## config.mk

```make
export PLATFORM = sky130hd
export DESIGN_NAME = apb_master_fsm_flat
export DESIGN_NICKNAME = d
export VERILOG_FILES = /design/src/rtl/apb_pkg.sv /design/src/rtl/apb_master_fsm_if.sv /design/src/rtl/apb_timeout_ctr.sv /design/src/rtl/apb_master_fsm.sv /design/src/flat_wrapper.sv
export SDC_FILE = /design/constraint.sdc
export NUM_CORES = 1
export LEC_CHECK = 0
export ABC_CLOCK_PERIOD_IN_PS = 7400
export CAP_MARGIN = 25
export CORE_UTILIZATION = 25
export CTS_CLUSTER_SIZE = 40
export DETAILED_ROUTE_END_ITERATION = 7
export PLACE_DENSITY = 0.54
export SYNTH_ARGS = -nofsm -noshare
export SYNTH_HDL_FRONTEND = slang
export SYNTH_SLANG_ARGS = --single-unit
```

## constraint.sdc

```tcl
create_clock -name PCLK -period 7.4 [get_ports PCLK]
set_input_delay 0.74 -clock PCLK [delete_from_list [all_inputs] [get_ports PCLK]]
set_output_delay 0.74 -clock PCLK [all_outputs]
set_load 0.005 [all_outputs]
```

## src/rtl/apb_pkg.sv

```systemverilog
// rtl/apb_pkg.sv - shared types for the APB requester
package apb_pkg;

  // Width of the response data field carried in the response register
  localparam int RSP_DATA_W = 64;

  typedef enum logic [1:0] {
    M_IDLE   = 2'd0,
    M_SETUP  = 2'd1,
    M_ACCESS = 2'd2
  } apb_mst_state_e;

  typedef struct packed {
    logic [RSP_DATA_W-1:0] rdata;
    logic                  err;
    logic                  timeout;
  } apb_rsp_t;

  // Response loaded when the completer never raised PREADY in time
  function automatic apb_rsp_t rsp_abort();
    apb_rsp_t r;
    r.rdata   = '0;
    r.err     = 1'b1;
    r.timeout = 1'b1;
    return r;
  endfunction

endpackage

```

## src/rtl/apb_master_fsm_if.sv

```systemverilog
// rtl/apb_master_fsm_if.sv - command/response streams and APB bus of the requester
interface apb_master_fsm_if #(
  parameter int ADDR_W = 32,
  parameter int DATA_W = 64
);

  // command stream
  logic              cmd_valid;
  logic              cmd_ready;
  logic              cmd_write;
  logic [ADDR_W-1:0] cmd_addr;
  logic [DATA_W-1:0] cmd_wdata;

  // response stream
  logic              rsp_valid;
  logic              rsp_ready;
  logic [DATA_W-1:0] rsp_rdata;
  logic              rsp_err;
  logic              rsp_timeout;

  // APB bus toward one completer
  logic              PSELx;
  logic              PENABLE;
  logic              PWRITE;
  logic [ADDR_W-1:0] PADDR;
  logic [DATA_W-1:0] PWDATA;
  logic [DATA_W-1:0] PRDATA;
  logic              PREADY;
  logic              PSLVERR;

  // requester view
  modport master (
    input  cmd_valid, cmd_write, cmd_addr, cmd_wdata,
    output cmd_ready,
    output rsp_valid, rsp_rdata, rsp_err, rsp_timeout,
    input  rsp_ready,
    output PSELx, PENABLE, PWRITE, PADDR, PWDATA,
    input  PRDATA, PREADY, PSLVERR
  );

  // environment / completer view
  modport slave (
    output cmd_valid, cmd_write, cmd_addr, cmd_wdata,
    input  cmd_ready,
    input  rsp_valid, rsp_rdata, rsp_err, rsp_timeout,
    output rsp_ready,
    input  PSELx, PENABLE, PWRITE, PADDR, PWDATA,
    output PRDATA, PREADY, PSLVERR
  );

endinterface

```

## src/rtl/apb_timeout_ctr.sv

```systemverilog
// rtl/apb_timeout_ctr.sv - ACCESS wait-cycle counter that flags the abort cycle
module apb_timeout_ctr #(
  parameter int TIMEOUT = 16
) (
  input  logic clk,
  input  logic rst,
  input  logic clear,
  input  logic enable,
  output logic expire
);

  generate
    if (TIMEOUT == 0) begin : g_off
      // timeout disabled: the requester waits on PREADY forever
      logic unused_inputs;
      assign unused_inputs = clk ^ rst ^ clear ^ enable;
      assign expire        = 1'b0;
    end else begin : g_on
      localparam int            CW   = $clog2(TIMEOUT + 1);
      localparam logic [CW-1:0] LAST = CW'(TIMEOUT - 1);

      logic [CW-1:0] cnt_q, cnt_d;

      // expire marks the last PREADY-low cycle allowed; it stops the count, so it never wraps
      assign expire = enable && (cnt_q == LAST);

      // next count: clear on a new transfer, step on each PREADY-low ACCESS cycle
      always_comb begin
        cnt_d = cnt_q;
        if (clear) begin
          cnt_d = '0;
        end else if (enable && !expire) begin
          cnt_d = cnt_q + CW'(1);
        end
      end

      // count register
      always_ff @(posedge clk or posedge rst) begin
        if (rst) begin
          cnt_q <= '0;
        end else begin
          cnt_q <= cnt_d;
        end
      end
    end
  endgenerate

endmodule

```

## src/rtl/apb_master_fsm.sv

```systemverilog
// rtl/apb_master_fsm.sv - APB requester turning command stream into SETUP/ACCESS transfers
module apb_master_fsm #(
  parameter int ADDR_W  = 32,
  parameter int DATA_W  = 64,
  parameter int TIMEOUT = 16
) (
  input logic              PCLK,
  input logic              PRESET,
  apb_master_fsm_if.master bus
);

  import apb_pkg::*;

  apb_mst_state_e    state_q, state_d;
  logic [ADDR_W-1:0] paddr_q, paddr_d;
  logic              pwrite_q, pwrite_d;
  logic [DATA_W-1:0] pwdata_q, pwdata_d;
  logic              rsp_valid_q, rsp_valid_d;
  apb_rsp_t          rsp_q, rsp_d;

  logic cmd_ready;
  logic cmd_fire;
  logic rsp_fire;
  logic ctr_enable;
  logic ctr_expire;

  // A command is taken only in IDLE and only if the response slot is free or being emptied now.
  // Held low while reset is asserted so every output reads 0 during reset.
  assign cmd_ready  = !PRESET && (state_q == M_IDLE) && (!rsp_valid_q || bus.rsp_ready);
  assign cmd_fire   = cmd_ready && bus.cmd_valid;
  assign rsp_fire   = rsp_valid_q && bus.rsp_ready;
  assign ctr_enable = (state_q == M_ACCESS) && !bus.PREADY;

  apb_timeout_ctr #(
    .TIMEOUT (TIMEOUT)
  ) u_timeout_ctr (
    .clk    (PCLK),
    .rst    (PRESET),
    .clear  (cmd_fire),
    .enable (ctr_enable),
    .expire (ctr_expire)
  );

  // next-state, bus latch and response register updates
  always_comb begin
    state_d     = state_q;
    paddr_d     = paddr_q;
    pwrite_d    = pwrite_q;
    pwdata_d    = pwdata_q;
    rsp_valid_d = rsp_valid_q && !rsp_fire;
    rsp_d       = rsp_q;

    case (state_q)
      M_IDLE: begin
        if (cmd_fire) begin
          paddr_d  = bus.cmd_addr;
          pwrite_d = bus.cmd_write;
          pwdata_d = bus.cmd_wdata;
          state_d  = M_SETUP;
        end
      end

      M_SETUP: begin
        state_d = M_ACCESS;
      end

      M_ACCESS: begin
        if (bus.PREADY) begin
          // PREADY wins over an expiring counter in the same cycle
          rsp_d.rdata   = pwrite_q ? '0 : RSP_DATA_W'(bus.PRDATA);
          rsp_d.err     = bus.PSLVERR;
          rsp_d.timeout = 1'b0;
          rsp_valid_d   = 1'b1;
          state_d       = M_IDLE;
        end else if (ctr_expire) begin
          rsp_d       = rsp_abort();
          rsp_valid_d = 1'b1;
          state_d     = M_IDLE;
        end
      end

      default: begin
        state_d = M_IDLE;
      end
    endcase
  end

  // state, bus and response registers; reset discards any in-flight transfer and response
  always_ff @(posedge PCLK or posedge PRESET) begin
    if (PRESET) begin
      state_q     <= M_IDLE;
      paddr_q     <= '0;
      pwrite_q    <= 1'b0;
      pwdata_q    <= '0;
      rsp_valid_q <= 1'b0;
      rsp_q       <= '0;
    end else begin
      state_q     <= state_d;
      paddr_q     <= paddr_d;
      pwrite_q    <= pwrite_d;
      pwdata_q    <= pwdata_d;
      rsp_valid_q <= rsp_valid_d;
      rsp_q       <= rsp_d;
    end
  end

  assign bus.cmd_ready   = cmd_ready;
  assign bus.PSELx       = (state_q != M_IDLE);
  assign bus.PENABLE     = (state_q == M_ACCESS);
  assign bus.PADDR       = paddr_q;
  assign bus.PWRITE      = pwrite_q;
  assign bus.PWDATA      = pwdata_q;
  assign bus.rsp_valid   = rsp_valid_q;
  assign bus.rsp_rdata   = DATA_W'(rsp_q.rdata);
  assign bus.rsp_err     = rsp_q.err;
  assign bus.rsp_timeout = rsp_q.timeout;

endmodule

```

## src/flat_wrapper.sv

```systemverilog
// flat-port wrapper written by rule: the top's interface ports become plain ports
module apb_master_fsm_flat import apb_pkg::*;
#(
  parameter int ADDR_W  = 32,
  parameter int DATA_W  = 64,
  parameter int TIMEOUT = 16
)
  (PCLK, PRESET, bus_cmd_valid, bus_cmd_write, bus_cmd_addr, bus_cmd_wdata, bus_cmd_ready, bus_rsp_valid, bus_rsp_rdata, bus_rsp_err, bus_rsp_timeout, bus_rsp_ready, bus_PSELx, bus_PENABLE, bus_PWRITE, bus_PADDR, bus_PWDATA, bus_PRDATA, bus_PREADY, bus_PSLVERR);
  apb_master_fsm_if #(.ADDR_W(ADDR_W), .DATA_W(DATA_W)) bus_i ();
  input logic PCLK;
  input logic PRESET;
  input wire logic [$bits(bus_i.cmd_valid)-1:0] bus_cmd_valid;
  input wire logic [$bits(bus_i.cmd_write)-1:0] bus_cmd_write;
  input wire logic [$bits(bus_i.cmd_addr)-1:0] bus_cmd_addr;
  input wire logic [$bits(bus_i.cmd_wdata)-1:0] bus_cmd_wdata;
  output wire logic [$bits(bus_i.cmd_ready)-1:0] bus_cmd_ready;
  output wire logic [$bits(bus_i.rsp_valid)-1:0] bus_rsp_valid;
  output wire logic [$bits(bus_i.rsp_rdata)-1:0] bus_rsp_rdata;
  output wire logic [$bits(bus_i.rsp_err)-1:0] bus_rsp_err;
  output wire logic [$bits(bus_i.rsp_timeout)-1:0] bus_rsp_timeout;
  input wire logic [$bits(bus_i.rsp_ready)-1:0] bus_rsp_ready;
  output wire logic [$bits(bus_i.PSELx)-1:0] bus_PSELx;
  output wire logic [$bits(bus_i.PENABLE)-1:0] bus_PENABLE;
  output wire logic [$bits(bus_i.PWRITE)-1:0] bus_PWRITE;
  output wire logic [$bits(bus_i.PADDR)-1:0] bus_PADDR;
  output wire logic [$bits(bus_i.PWDATA)-1:0] bus_PWDATA;
  input wire logic [$bits(bus_i.PRDATA)-1:0] bus_PRDATA;
  input wire logic [$bits(bus_i.PREADY)-1:0] bus_PREADY;
  input wire logic [$bits(bus_i.PSLVERR)-1:0] bus_PSLVERR;
  assign bus_i.cmd_valid = bus_cmd_valid;
  assign bus_i.cmd_write = bus_cmd_write;
  assign bus_i.cmd_addr = bus_cmd_addr;
  assign bus_i.cmd_wdata = bus_cmd_wdata;
  assign bus_cmd_ready = bus_i.cmd_ready;
  assign bus_rsp_valid = bus_i.rsp_valid;
  assign bus_rsp_rdata = bus_i.rsp_rdata;
  assign bus_rsp_err = bus_i.rsp_err;
  assign bus_rsp_timeout = bus_i.rsp_timeout;
  assign bus_i.rsp_ready = bus_rsp_ready;
  assign bus_PSELx = bus_i.PSELx;
  assign bus_PENABLE = bus_i.PENABLE;
  assign bus_PWRITE = bus_i.PWRITE;
  assign bus_PADDR = bus_i.PADDR;
  assign bus_PWDATA = bus_i.PWDATA;
  assign bus_i.PRDATA = bus_PRDATA;
  assign bus_i.PREADY = bus_PREADY;
  assign bus_i.PSLVERR = bus_PSLVERR;
  apb_master_fsm #(.ADDR_W(ADDR_W), .DATA_W(DATA_W), .TIMEOUT(TIMEOUT)) u_core (.PCLK(PCLK), .PRESET(PRESET), .bus(bus_i));
endmodule
```

==> reports/metrics.csv, run 1 <==
metric,value,unit
status,finished with violations,
failing checks,DRC,
CP max stage cell,and4_4,
Sw Ratio,26.8,%
post-DR vias/cell,4.33,
Placer Congestion,0.773,
crit path cell chain,clkdlybuf4s50_1 -> inv_6 -> and4_4 -> buf_4 -> mux2_1,
Routed WL,20300,µm
Leak,4.46,nW
die width,166,µm
final period utilization,44.8,%
Setup Skew,0.00883,ns
vias in the first global route,5396,
Synth async-reset ratio,100,%
max_cap viols,0,
Post-Synth XOR/XNOR Area,0.131,%
RSZ-0062 raised after global routing,no,
drt wl/cell,16.8,µm
P_sw,0.000952,W
Setup CP Type,in -> reg,
Area Growth Syn to Fin,64.1,%
Resize count post-CTS,0,
Pre-antenna DRT Iters,6,
critical-path maximum fanout,64,
global-route wire length before repair,32000,µm
most common cell in the netlist,dfrtp_1,
htree depth,4,
P_int,0.00260,W
largest stage delay on the critical path,0.74,ns
fmax,0.302,GHz
power share of the clock group,28.5,%
CTS tree,done,
Area contributors post-synth,"dfrtp_1 (64%), mux2_1 (11%), o21ai_0 (9.6%)",
initial antenna violation count,0,
Cells after Synth,539,
compound-cell area share of the yosys netlist,10.4,%
syn nets,708,
CTS sink count,171,
"Clk Latency, worst-skew pair",0.41,ns
CP Depth,5,
Ant. Diodes,0,
Final TNS setup,0,ns
Commonest cells post-synth,"dfrtp_1 (171), o21ai_0 (128), nand2_1 (67)",
critical path buffer and inverter count,3,
Most used DFF post-synth,dfrtp_1,
synthesized flop and latch total,171,
Comb pwr share,32.4,%
clock slew at reported path FFs,0.06,ns
number of port buffers,333,
Synth Area in Simple Gates,5.38,%
Synth Area in Adders,0.373,%
Synth top area share,63.9,%
fillers,2502,
Die H,166,µm
Post-CTS Hold Fix Bufs,0,
Final Hold Viols,0,
DIE AREA,27500,µm²
hold path cells,1,
register area share after synthesis,63.9,%
number of DRC markers in iteration 0,296,
average size of a mapped cell,12.4,µm²
Reg2Reg Depth,4,
initial core utilization,25.6,%
Synth cell types,27,
Post-DRT Antenna Nets,0,
via count,5226,
largest net degree at the start of global routing,71,
worst slew pin tran,0.917,ns
CTS Root Cell,clkbuf_16,
Worst Path Arrival,3.61,ns
hpwl dp,13900,µm
CP top delay family,buffers and inverters,
mux contribution to synthesized area,16.3,%
row count,59,
Power Density,323,nW/µm²
max_slew headroom,38.9,%
Peak VDD IR,129,µV
Final Max Tran Viols,0,
Hold Crit Class,reg -> reg,
Post-synth EDFFs,0,
fraction of layout cells with a size suffix above 1,9.17,%
all-layer global routing usage,15.0,%
combinational family with the most area after synthesis,multiplexers,
Total Nets Final,1028,
# IOs,334,
crit start category,primary input,
sequential power share,39.1,%
synthesized cell area,6700,µm²
CTS Buf Count,17,
Worst setup EP type,register,
GRT Residual Overflow,0,
yosys warns,0,
Post-CTS Setup Bufs,0,
residual DRC count,38,
required time worst endpoint,7.69,ns
cell taking the most area after synthesis,dfrtp_1,
Core ar.,26200,µm²
clk buf depth,2,
"Min Clock Period, post-route",3.31,ns
final setup violation count,0,
Tot Pwr,0.00355,W
metrics by stage:
stage          worst slack, ns  cell area [µm²]  std cells  util, %  hold WS (ns)
6_report                  4.09            11000       1207     41.9         0.483
5_1_grt                   3.82            11000       1207     41.9         0.501
4_1_cts                   3.98            11000       1207     41.9         0.490
3_5_place_dp              3.53            10300       1175     39.4         0.474
3_3_place_gp              3.50            10300       1175     39.4         0.468
2_1_floorplan             1.58             6700        539        -         0.476
layout make-up:
| class | instances | area [µm²] | area share [%] |
|---|---|---|---|
| clock buffer | 18 | 429 | 3.90 |
| clock inverter | 14 | 233 | 2.12 |
| inverter | 7 | 31.3 | 0.285 |
| multi-input combinational | 322 | 2220 | 20.2 |
| sequential | 171 | 4280 | 38.9 |
| tap | 335 | 419 | 3.81 |
| timing repair buffer | 340 | 3390 | 30.8 |
logic make-up (layout without fill, tap and decap cells):
kind of cell               after synthesis  after routing
xor gates and xnor gates                 1              1
adders and majority gates                2              2
muxes                                   97             97
AOI/OAI and AO/OA                      139            139
DFF                                    171            171
buffers and inverters                   46            379
and+or+nand+nor                         83             83
power by group through the flow:
stage               registers, W  clock network [W]  logic (W)
floorplan                0.00142                  0   0.000333
finish                   0.00139            0.00101    0.00115
global route             0.00143            0.00108    0.00125
detailed placement       0.00141                  0    0.00117
global placement         0.00140                  0    0.00116
CTS                      0.00139            0.00105    0.00117
placed cells by master, fill, tap and decap left out, drive strengths merged, types with 2 or more instances in the layout:
cell / synthesis / final
clkdlybuf4s50: 0 / 333
bufinv: 0 / 5
clkbuf: 21 / 18
inv: 7 / 12
dfrtp: 171 / 171
and3: 2 / 2
ha: 2 / 2
mux2: 97 / 97
o21ai: 132 / 132
nand2b: 2 / 2
buf: 18 / 7
or3: 2 / 2
nor2: 4 / 4
nand2: 67 / 67
clkinv: 0 / 3
a21oi: 6 / 6
sequential cells by signal, indices dropped and copies added (netlist names):
register                         count
u_core.bus.rsp_valid                 1
u_core.u_timeout_ctr.g_on.cnt_q      5
u_core.bus.rsp_timeout               1
u_core.bus.PWDATA                   64
u_core.bus.PADDR                    32
u_core.bus.rsp_rdata                64
u_core.bus.rsp_err                   1
u_core.state_q                       2
u_core.bus.PWRITE                    1
path summary, 6_finish.rpt:
| kind | from | end | slack [ns] |
|---|---|---|---|
| max | PRESET | u_core.bus.PWDATA[6] | 4.09 |
| min | u_core.bus.PWDATA[39] | u_core.bus.PWDATA[39] | 0.48 |
| max reg2reg | u_core.state_q[0] | u_core.bus.PWDATA[6] | 4.82 |
| min reg2reg | u_core.bus.PWDATA[39] | u_core.bus.PWDATA[39] | 0.48 |
| max in group asynchronous | PRESET | u_core.bus.PWDATA[51] | 5.22 |
| min in group asynchronous | PRESET | u_core.bus.PWDATA[53] | 0.75 |
per-layer routing:
layer | vias to the layer above | track usage (%) | wire (µm)
li1 | 2498 | - | -
met1 | 2535 | 18.5 | 8590
met2 | 170 | 25.1 | 9990
met3 | 23 | 4.40 | 1240
met4 | 0 | 4.79 | 444
met5 | - | 0 | 0
No activity file was read; power rests on OpenSTA's default activity.
==> run 2, diff against run 1 <==
--- a/config.mk
+++ b/config.mk
@@ -5,12 +5,12 @@
 export SDC_FILE = /design/constraint.sdc
 export NUM_CORES = 1
 export LEC_CHECK = 0
-export ABC_CLOCK_PERIOD_IN_PS = 7400
+export ABC_CLOCK_PERIOD_IN_PS = 3000
 export CAP_MARGIN = 25
 export CORE_UTILIZATION = 25
 export CTS_CLUSTER_SIZE = 40
 export DETAILED_ROUTE_END_ITERATION = 7
-export PLACE_DENSITY = 0.54
+export PLACE_DENSITY = 0.56
 export SYNTH_ARGS = -nofsm -noshare
 export SYNTH_HDL_FRONTEND = slang
 export SYNTH_SLANG_ARGS = --single-unit
==> constraint.sdc (replaced) <==
create_clock -name PCLK -period 3 [get_ports PCLK]
set_input_delay 0.3 -clock PCLK [delete_from_list [all_inputs] [get_ports PCLK]]
set_output_delay 0.3 -clock PCLK [all_outputs]
set_load 0.005 [all_outputs]
==> run 2 against run 1 <==
Net effect: the run still ends with DRC left; non-clock buffer count grew 5; sequential power up 150%; design area is 0.19% higher; sequential share of layout area fell by 0.075 points; total power rose by 140%; combinational power up 150%; final cell count up 0.41%; critical path type is now reg -> reg; register-to-register slack worse by 4.1 ns; first-iteration DRC count rose by 2.4%; global-route usage is 0.067 points lower.
==> reports/metrics.csv, run 2 (synthesized netlist as in run 1, its figures left out) <==
metric,value,unit,change
Ant. Diodes,0,,unchanged
hpwl dp,13600,µm,-1.7%
all-layer global routing usage,14.9,%,-0.067 points
Resize count post-CTS,0,,unchanged
critical path buffer and inverter count,0,,-3
DIE AREA,27500,µm²,unchanged
htree depth,4,,unchanged
clock slew at reported path FFs,0.07,ns,about the same
Post-CTS Setup Bufs,0,,unchanged
final period utilization,74.7,%,
max_slew headroom,41.2,%,+2.3 points
Final Max Tran Viols,0,,unchanged
die width,166,µm,unchanged
Final Hold Viols,0,,unchanged
Power Density,776,nW/µm²,+140%
CTS sink count,171,,unchanged
"most common cell after layout, fill and taps aside",clkdlybuf4s50_1,,
initial antenna violation count,0,,unchanged
"Clk Latency, worst-skew pair",0.43,ns,+0.02 ns
initial core utilization,25.6,%,unchanged
vias in the first global route,5398,,+0.037%
fin area,11000,µm²,+0.19%
worst r2r src,u_core.u_timeout_ctr.g_on.cnt_q[0],,
via count,5346,,+2.3%
Post-CTS Hold Fix Bufs,0,,unchanged
largest net degree at the start of global routing,162,,+130%
drt wl/cell,16.6,µm,-0.82%
Pre-antenna DRT Iters,7,,+1
critical path startpoint,u_core.u_timeout_ctr.g_on.cnt_q[0],,
final setup violation count,0,,unchanged
residual DRC count,52,,+37%
fillers,2552,,+2.0%
row count,59,,unchanged
Tot Pwr,0.00855,W,+140%
crit path cell chain,ha_1 -> and3_1 -> ha_1 -> or4b_4 -> or3_1 -> a21oi_1,,
CTS Buf Count,17,,unchanged
RSZ-0062 raised after global routing,no,,
fmax,0.446,GHz,
global-route wire length before repair,32100,µm,about the same
clk buf depth,2,,unchanged
Worst Path Arrival,2.58,ns,-1.03 ns
most frequent cells in the layout,"clkdlybuf4s50_1 (333), dfrtp_1 (171), o21ai_0 (127)",,
# IOs,334,,unchanged
CTS Root Cell,clkbuf_16,,
failing checks,DRC,,
largest stage delay on the critical path,0.56,ns,-0.18 ns
DP Cell Count,1180,,+0.43%
Routed WL,20200,µm,-0.41%
CP top delay family,simple AND/OR/NAND/NOR gates,,
flop2flop setup slack,0.76,ns,-4.06 ns
Layout Cells excl Fill,1212,,+0.41%
pre-CTS setup slack,0.737,ns,-2.79 ns
Worst setup EP type,register,,
required time worst endpoint,3.34,ns,-4.35 ns
crit start category,register,,
"Min Clock Period, post-route",2.24,ns,
post-DR vias/cell,4.41,,+1.9%
Core ar.,26200,µm²,unchanged
Hold Crit Class,in -> async,,
max_cap viols,0,,unchanged
fraction of layout cells with a size suffix above 1,10.1,%,+0.97 points
Leak,4.47,nW,+0.15%
CP max stage cell,or4b_4,,
Area after DPL,10400,µm²,+0.91%
CTS tree,done,,
Total Nets Final,1033,,+0.49%
status,finished with violations,,
worst slew pin tran,0.882,ns,-0.0352 ns
post-route setup slack,0.760,ns,-3.33 ns
Placer Congestion,0.721,,-6.8%
critical-path maximum fanout,6,,-91%
Hold Worst Slack,0.353,ns,-0.130 ns
number of port buffers,333,,unchanged
Peak VDD IR,321,µV,+150%
GRT Residual Overflow,0,,unchanged
cell repeated most along the worst path,ha_1,,
number of DRC markers in iteration 0,303,,+2.4%
Setup Skew,0.0165,ns,+0.00762 ns
Post-DRT Antenna Nets,0,,unchanged
Area Growth Syn to Fin,64.4,%,
Setup CP Type,reg -> reg,,
Die H,166,µm,unchanged
## run 2: cell count changes in the layout (fill, tap and decap cells not counted), sizes merged
cell      change
buf           +5
bufinv        -3
clkinvlp      +3
clkbuf        +1
clkinv        -1
## run 2: area by class of cell
cell class | instances | area, µm² | share of cell area, %
Sequential cell | 171 | 4280 | 38.9
Timing Repair Buffer | 345 | 3460 | 31.4
Multi-Input combinational cell | 322 | 2240 | 20.3
Clock buffer | 19 | 433 | 3.93
Tap cell | 335 | 419 | 3.81
Clock inverter | 13 | 156 | 1.42
Inverter | 7 | 30.0 | 0.273
## run 2: power by group
part | internal, W | total, W | switching [W]
combinational | 0.00188 | 0.00287 | 0.000982
clock | 0.00125 | 0.00227 | 0.00101
sequential | 0.00305 | 0.00342 | 0.000369
total | 0.00619 | 0.00855 | 0.00236
## run 2: path summary, 6_finish.rpt
| kind | endpoint | depth (start not counted) |
|---|---|---|
| max | u_core.u_timeout_ctr.g_on.cnt_q[3] | 6 |
| min | u_core.bus.PADDR[17] | 3 |
| max reg2reg | u_core.u_timeout_ctr.g_on.cnt_q[3] | 6 |
| min reg2reg | u_core.bus.PWDATA[32] | 1 |
| max in group asynchronous | u_core.bus.PADDR[23] | 3 |
| min in group PCLK | u_core.bus.rsp_rdata[36] | 3 |
## run 2: layer usage
layer / track usage (%) / vias to the layer above / wire length [µm] / part of all wire, %
li1: - / 2509 / - / -
met1: 18.9 / 2598 / 8330 / 41
met2: 23.7 / 226 / 9620 / 48
met3: 6.09 / 13 / 2030 / 10
met4: 3.58 / 0 / 194 / 0.96
met5: 0 / - / 0 / 0
## run 2: through the flow
stage	util [%]	setup TNS, ns
3_5_place_dp	39.8	0
3_3_place_gp	39.8	0
2_1_floorplan	-	-106.23
6_report	42.0	0
5_1_grt	42.0	0
4_1_cts	42.0	0
## run 2: worst register-to-register path, stage by stage (launching register included)
cell and delay (ns):
dfrtp_1 0.41, ha_1 0.22, and3_1 0.18, ha_1 0.29
or4b_4 0.56, or3_1 0.36, a21oi_1 0.14
==> run 3, diff against run 2 <==
--- a/config.mk
+++ b/config.mk
@@ -5,12 +5,12 @@
 export SDC_FILE = /design/constraint.sdc
 export NUM_CORES = 1
 export LEC_CHECK = 0
-export ABC_CLOCK_PERIOD_IN_PS = 3000
+export ABC_CLOCK_PERIOD_IN_PS = 2190
 export CAP_MARGIN = 25
 export CORE_UTILIZATION = 25
 export CTS_CLUSTER_SIZE = 40
 export DETAILED_ROUTE_END_ITERATION = 7
-export PLACE_DENSITY = 0.56
+export PLACE_DENSITY = 0.54
 export SYNTH_ARGS = -nofsm -noshare
 export SYNTH_HDL_FRONTEND = slang
 export SYNTH_SLANG_ARGS = --single-unit
==> constraint.sdc (replaced) <==
create_clock -name PCLK -period 2.19 [get_ports PCLK]
set_input_delay 0.219 -clock PCLK [delete_from_list [all_inputs] [get_ports PCLK]]
set_output_delay 0.219 -clock PCLK [all_outputs]
set_load 0.005 [all_outputs]
==> run 3 against run 2 <==
Net effect: the flow still finishes with violations (DRC); register-to-register slack lost 0.65 ns; first-iteration DRC count up 15%; combinational power increased by 38%; worst hold slack worse by 0.017 ns; sequential power rose by 37%; worst setup slack got worse by 0.65 ns; design area up 0.25%; critical endpoint unchanged.
==> reports/metrics.csv, run 3 (synthesized netlist as in run 1, its figures left out) <==
metric,value,unit,change
failing checks,DRC,,
initial core utilization,25.6,%,unchanged
"most common cell after layout, fill and taps aside",clkdlybuf4s50_1,,
number of DRC markers in iteration 0,348,,+15%
Final TNS setup,0,ns,unchanged
Die H,166,µm,unchanged
GRT Residual Overflow,0,,unchanged
all-layer global routing usage,15.1,%,+0.14 points
Setup CP Type,reg -> reg,,
drt wl/cell,16.7,µm,+0.38%
Peak VDD IR,534,µV,+66%
fillers,2530,,-0.86%
critical-path maximum fanout,6,,unchanged
Core ar.,26200,µm²,unchanged
Hold Crit Class,in -> reg,,
Ant. Diodes,0,,unchanged
Setup Skew,0.00941,ns,-0.00704 ns
required time worst endpoint,2.54,ns,-0.80 ns
R2R Path End,u_core.u_timeout_ctr.g_on.cnt_q[3],,
Sw Ratio,28.3,%,+0.64 points
CTS Root Cell,clkbuf_16,,
status,finished with violations,,
clock slew at reported path FFs,0.08,ns,about the same
DP Cell Count,1182,,+0.17%
max_cap viols,0,,unchanged
clk buf depth,2,,unchanged
via count,5322,,-0.45%
Layout Cells excl Fill,1214,,+0.17%
fraction of layout cells with a size suffix above 1,10.5,%,+0.32 points
hpwl dp,14000,µm,+2.4%
Post-DRT Antenna Nets,0,,unchanged
Worst Path Arrival,2.43,ns,-0.15 ns
"Clk Latency, worst-skew pair",0.42,ns,about the same
vias in the first global route,5402,,+0.074%
most frequent cells in the layout,"clkdlybuf4s50_1 (333), dfrtp_1 (171), o21ai_0 (127)",,
row count,59,,unchanged
Reg2Reg Depth,6,,unchanged
power share of the clock group,25.2,%,-1.3 points
worst r2r src,u_core.u_timeout_ctr.g_on.cnt_q[0],,
Post-CTS Setup Bufs,0,,unchanged
Pre-antenna DRT Iters,6,,-1
number of port buffers,333,,unchanged
flop2flop setup slack,0.11,ns,-0.65 ns
worst slew pin tran,0.771,ns,-0.111 ns
sink of the worst hold path,u_core.bus.rsp_rdata[47],,
Placer Congestion,0.754,,+4.6%
fmax,0.481,GHz,+7.7%
# IOs,334,,unchanged
global-route wire length before repair,32400,µm,+0.95%
P_int,0.00828,W,+34%
Resize count post-CTS,0,,unchanged
residual DRC count,52,,unchanged
post-DR vias/cell,4.38,,-0.61%
CTS tree,done,,
Routed WL,20300,µm,+0.55%
largest net degree at the start of global routing,131,,-19%
P_sw,0.00327,W,+38%
Post-CTS Hold Fix Bufs,0,,unchanged
final period utilization,95.0,%,+20 points
Total Nets Final,1035,,+0.19%
hold path cells,3,,
Worst Hold Launch,bus_PRDATA[47],,
initial antenna violation count,0,,unchanged
critical path startpoint,u_core.u_timeout_ctr.g_on.cnt_q[0],,
Area Growth Syn to Fin,64.8,%,
crit start category,register,,
htree depth,4,,unchanged
Final Max Tran Viols,0,,unchanged
Final Hold Viols,0,,unchanged
final setup violation count,0,,unchanged
DIE AREA,27500,µm²,unchanged
max_slew headroom,48.6,%,+7.4 points
CTS sink count,171,,unchanged
Comb pwr share,34.4,%,+0.9 points
Util after Layout,42.1,%,+0.11 points
die width,166,µm,unchanged
Power Density,1050,nW/µm²,+35%
Hold Worst Slack,0.336,ns,-0.0171 ns
Worst setup EP type,register,,
Leak,4.48,nW,+0.27%
RSZ-0062 raised after global routing,no,,
CTS Buf Count,17,,unchanged
"Min Clock Period, post-route",2.08,ns,-0.159 ns
sequential power share,40.5,%,+0.5 points
[run 3: worst max-delay path by stage]
stage	end	cells past startpoint
after floorplan	u_core.bus.PADDR[29]	6
after global placement	u_core.u_timeout_ctr.g_on.cnt_q[3]	6
after detailed placement	u_core.u_timeout_ctr.g_on.cnt_q[3]	6
after CTS	u_core.u_timeout_ctr.g_on.cnt_q[3]	6
after global routing	u_core.u_timeout_ctr.g_on.cnt_q[3]	6
final	u_core.u_timeout_ctr.g_on.cnt_q[3]	6
[run 3: routing by layer]
layer	wire length [µm]	track usage, %
met1	8710	19.1
met2	9720	24.6
met3	1740	5.54
met4	112	3.05
met5	0	0
[run 3: stage by stage]
step	worst slack (ns)	instance area, µm²	power [W]
after floorplan	-1.81	6730	0.00596
after global placement	0.132	10500	0.00874
after detailed placement	0.108	10500	0.00878
after CTS	0.0889	11000	0.0118
after global routing	0.00766	11000	0.0123
final	0.110	11000	0.0116
[run 3: critical path, stage by stage (launching register included)]
cell and delay [ns]:
dfrtp_1 0.41, ha_1 0.21, and3_1 0.18, ha_1 0.18, or4b_4 0.52, or3_1 0.37
a21oi_1 0.14
[run 3: cell type report]
class                   instances  area, µm²  share of cell area, %
multi-input cells             322       2240                   20.2
repair buffers                347       3530                   31.9
well taps                     335        419                   3.80
clock buffers                  18        429                   3.89
flip-flops and latches        171       4280                   38.8
inverters                       7       30.0                  0.272
clock inverters                14        123                   1.11
[run 3: power groups by stage]
stage,sequential [W],clock [W],combinational [W]
after floorplan,0.00480,0,0.00116
after global placement,0.00471,0,0.00403
after global routing,0.00482,0.00316,0.00430
after detailed placement,0.00474,0,0.00404
final,0.00467,0.00291,0.00397
after CTS,0.00469,0.00305,0.00405
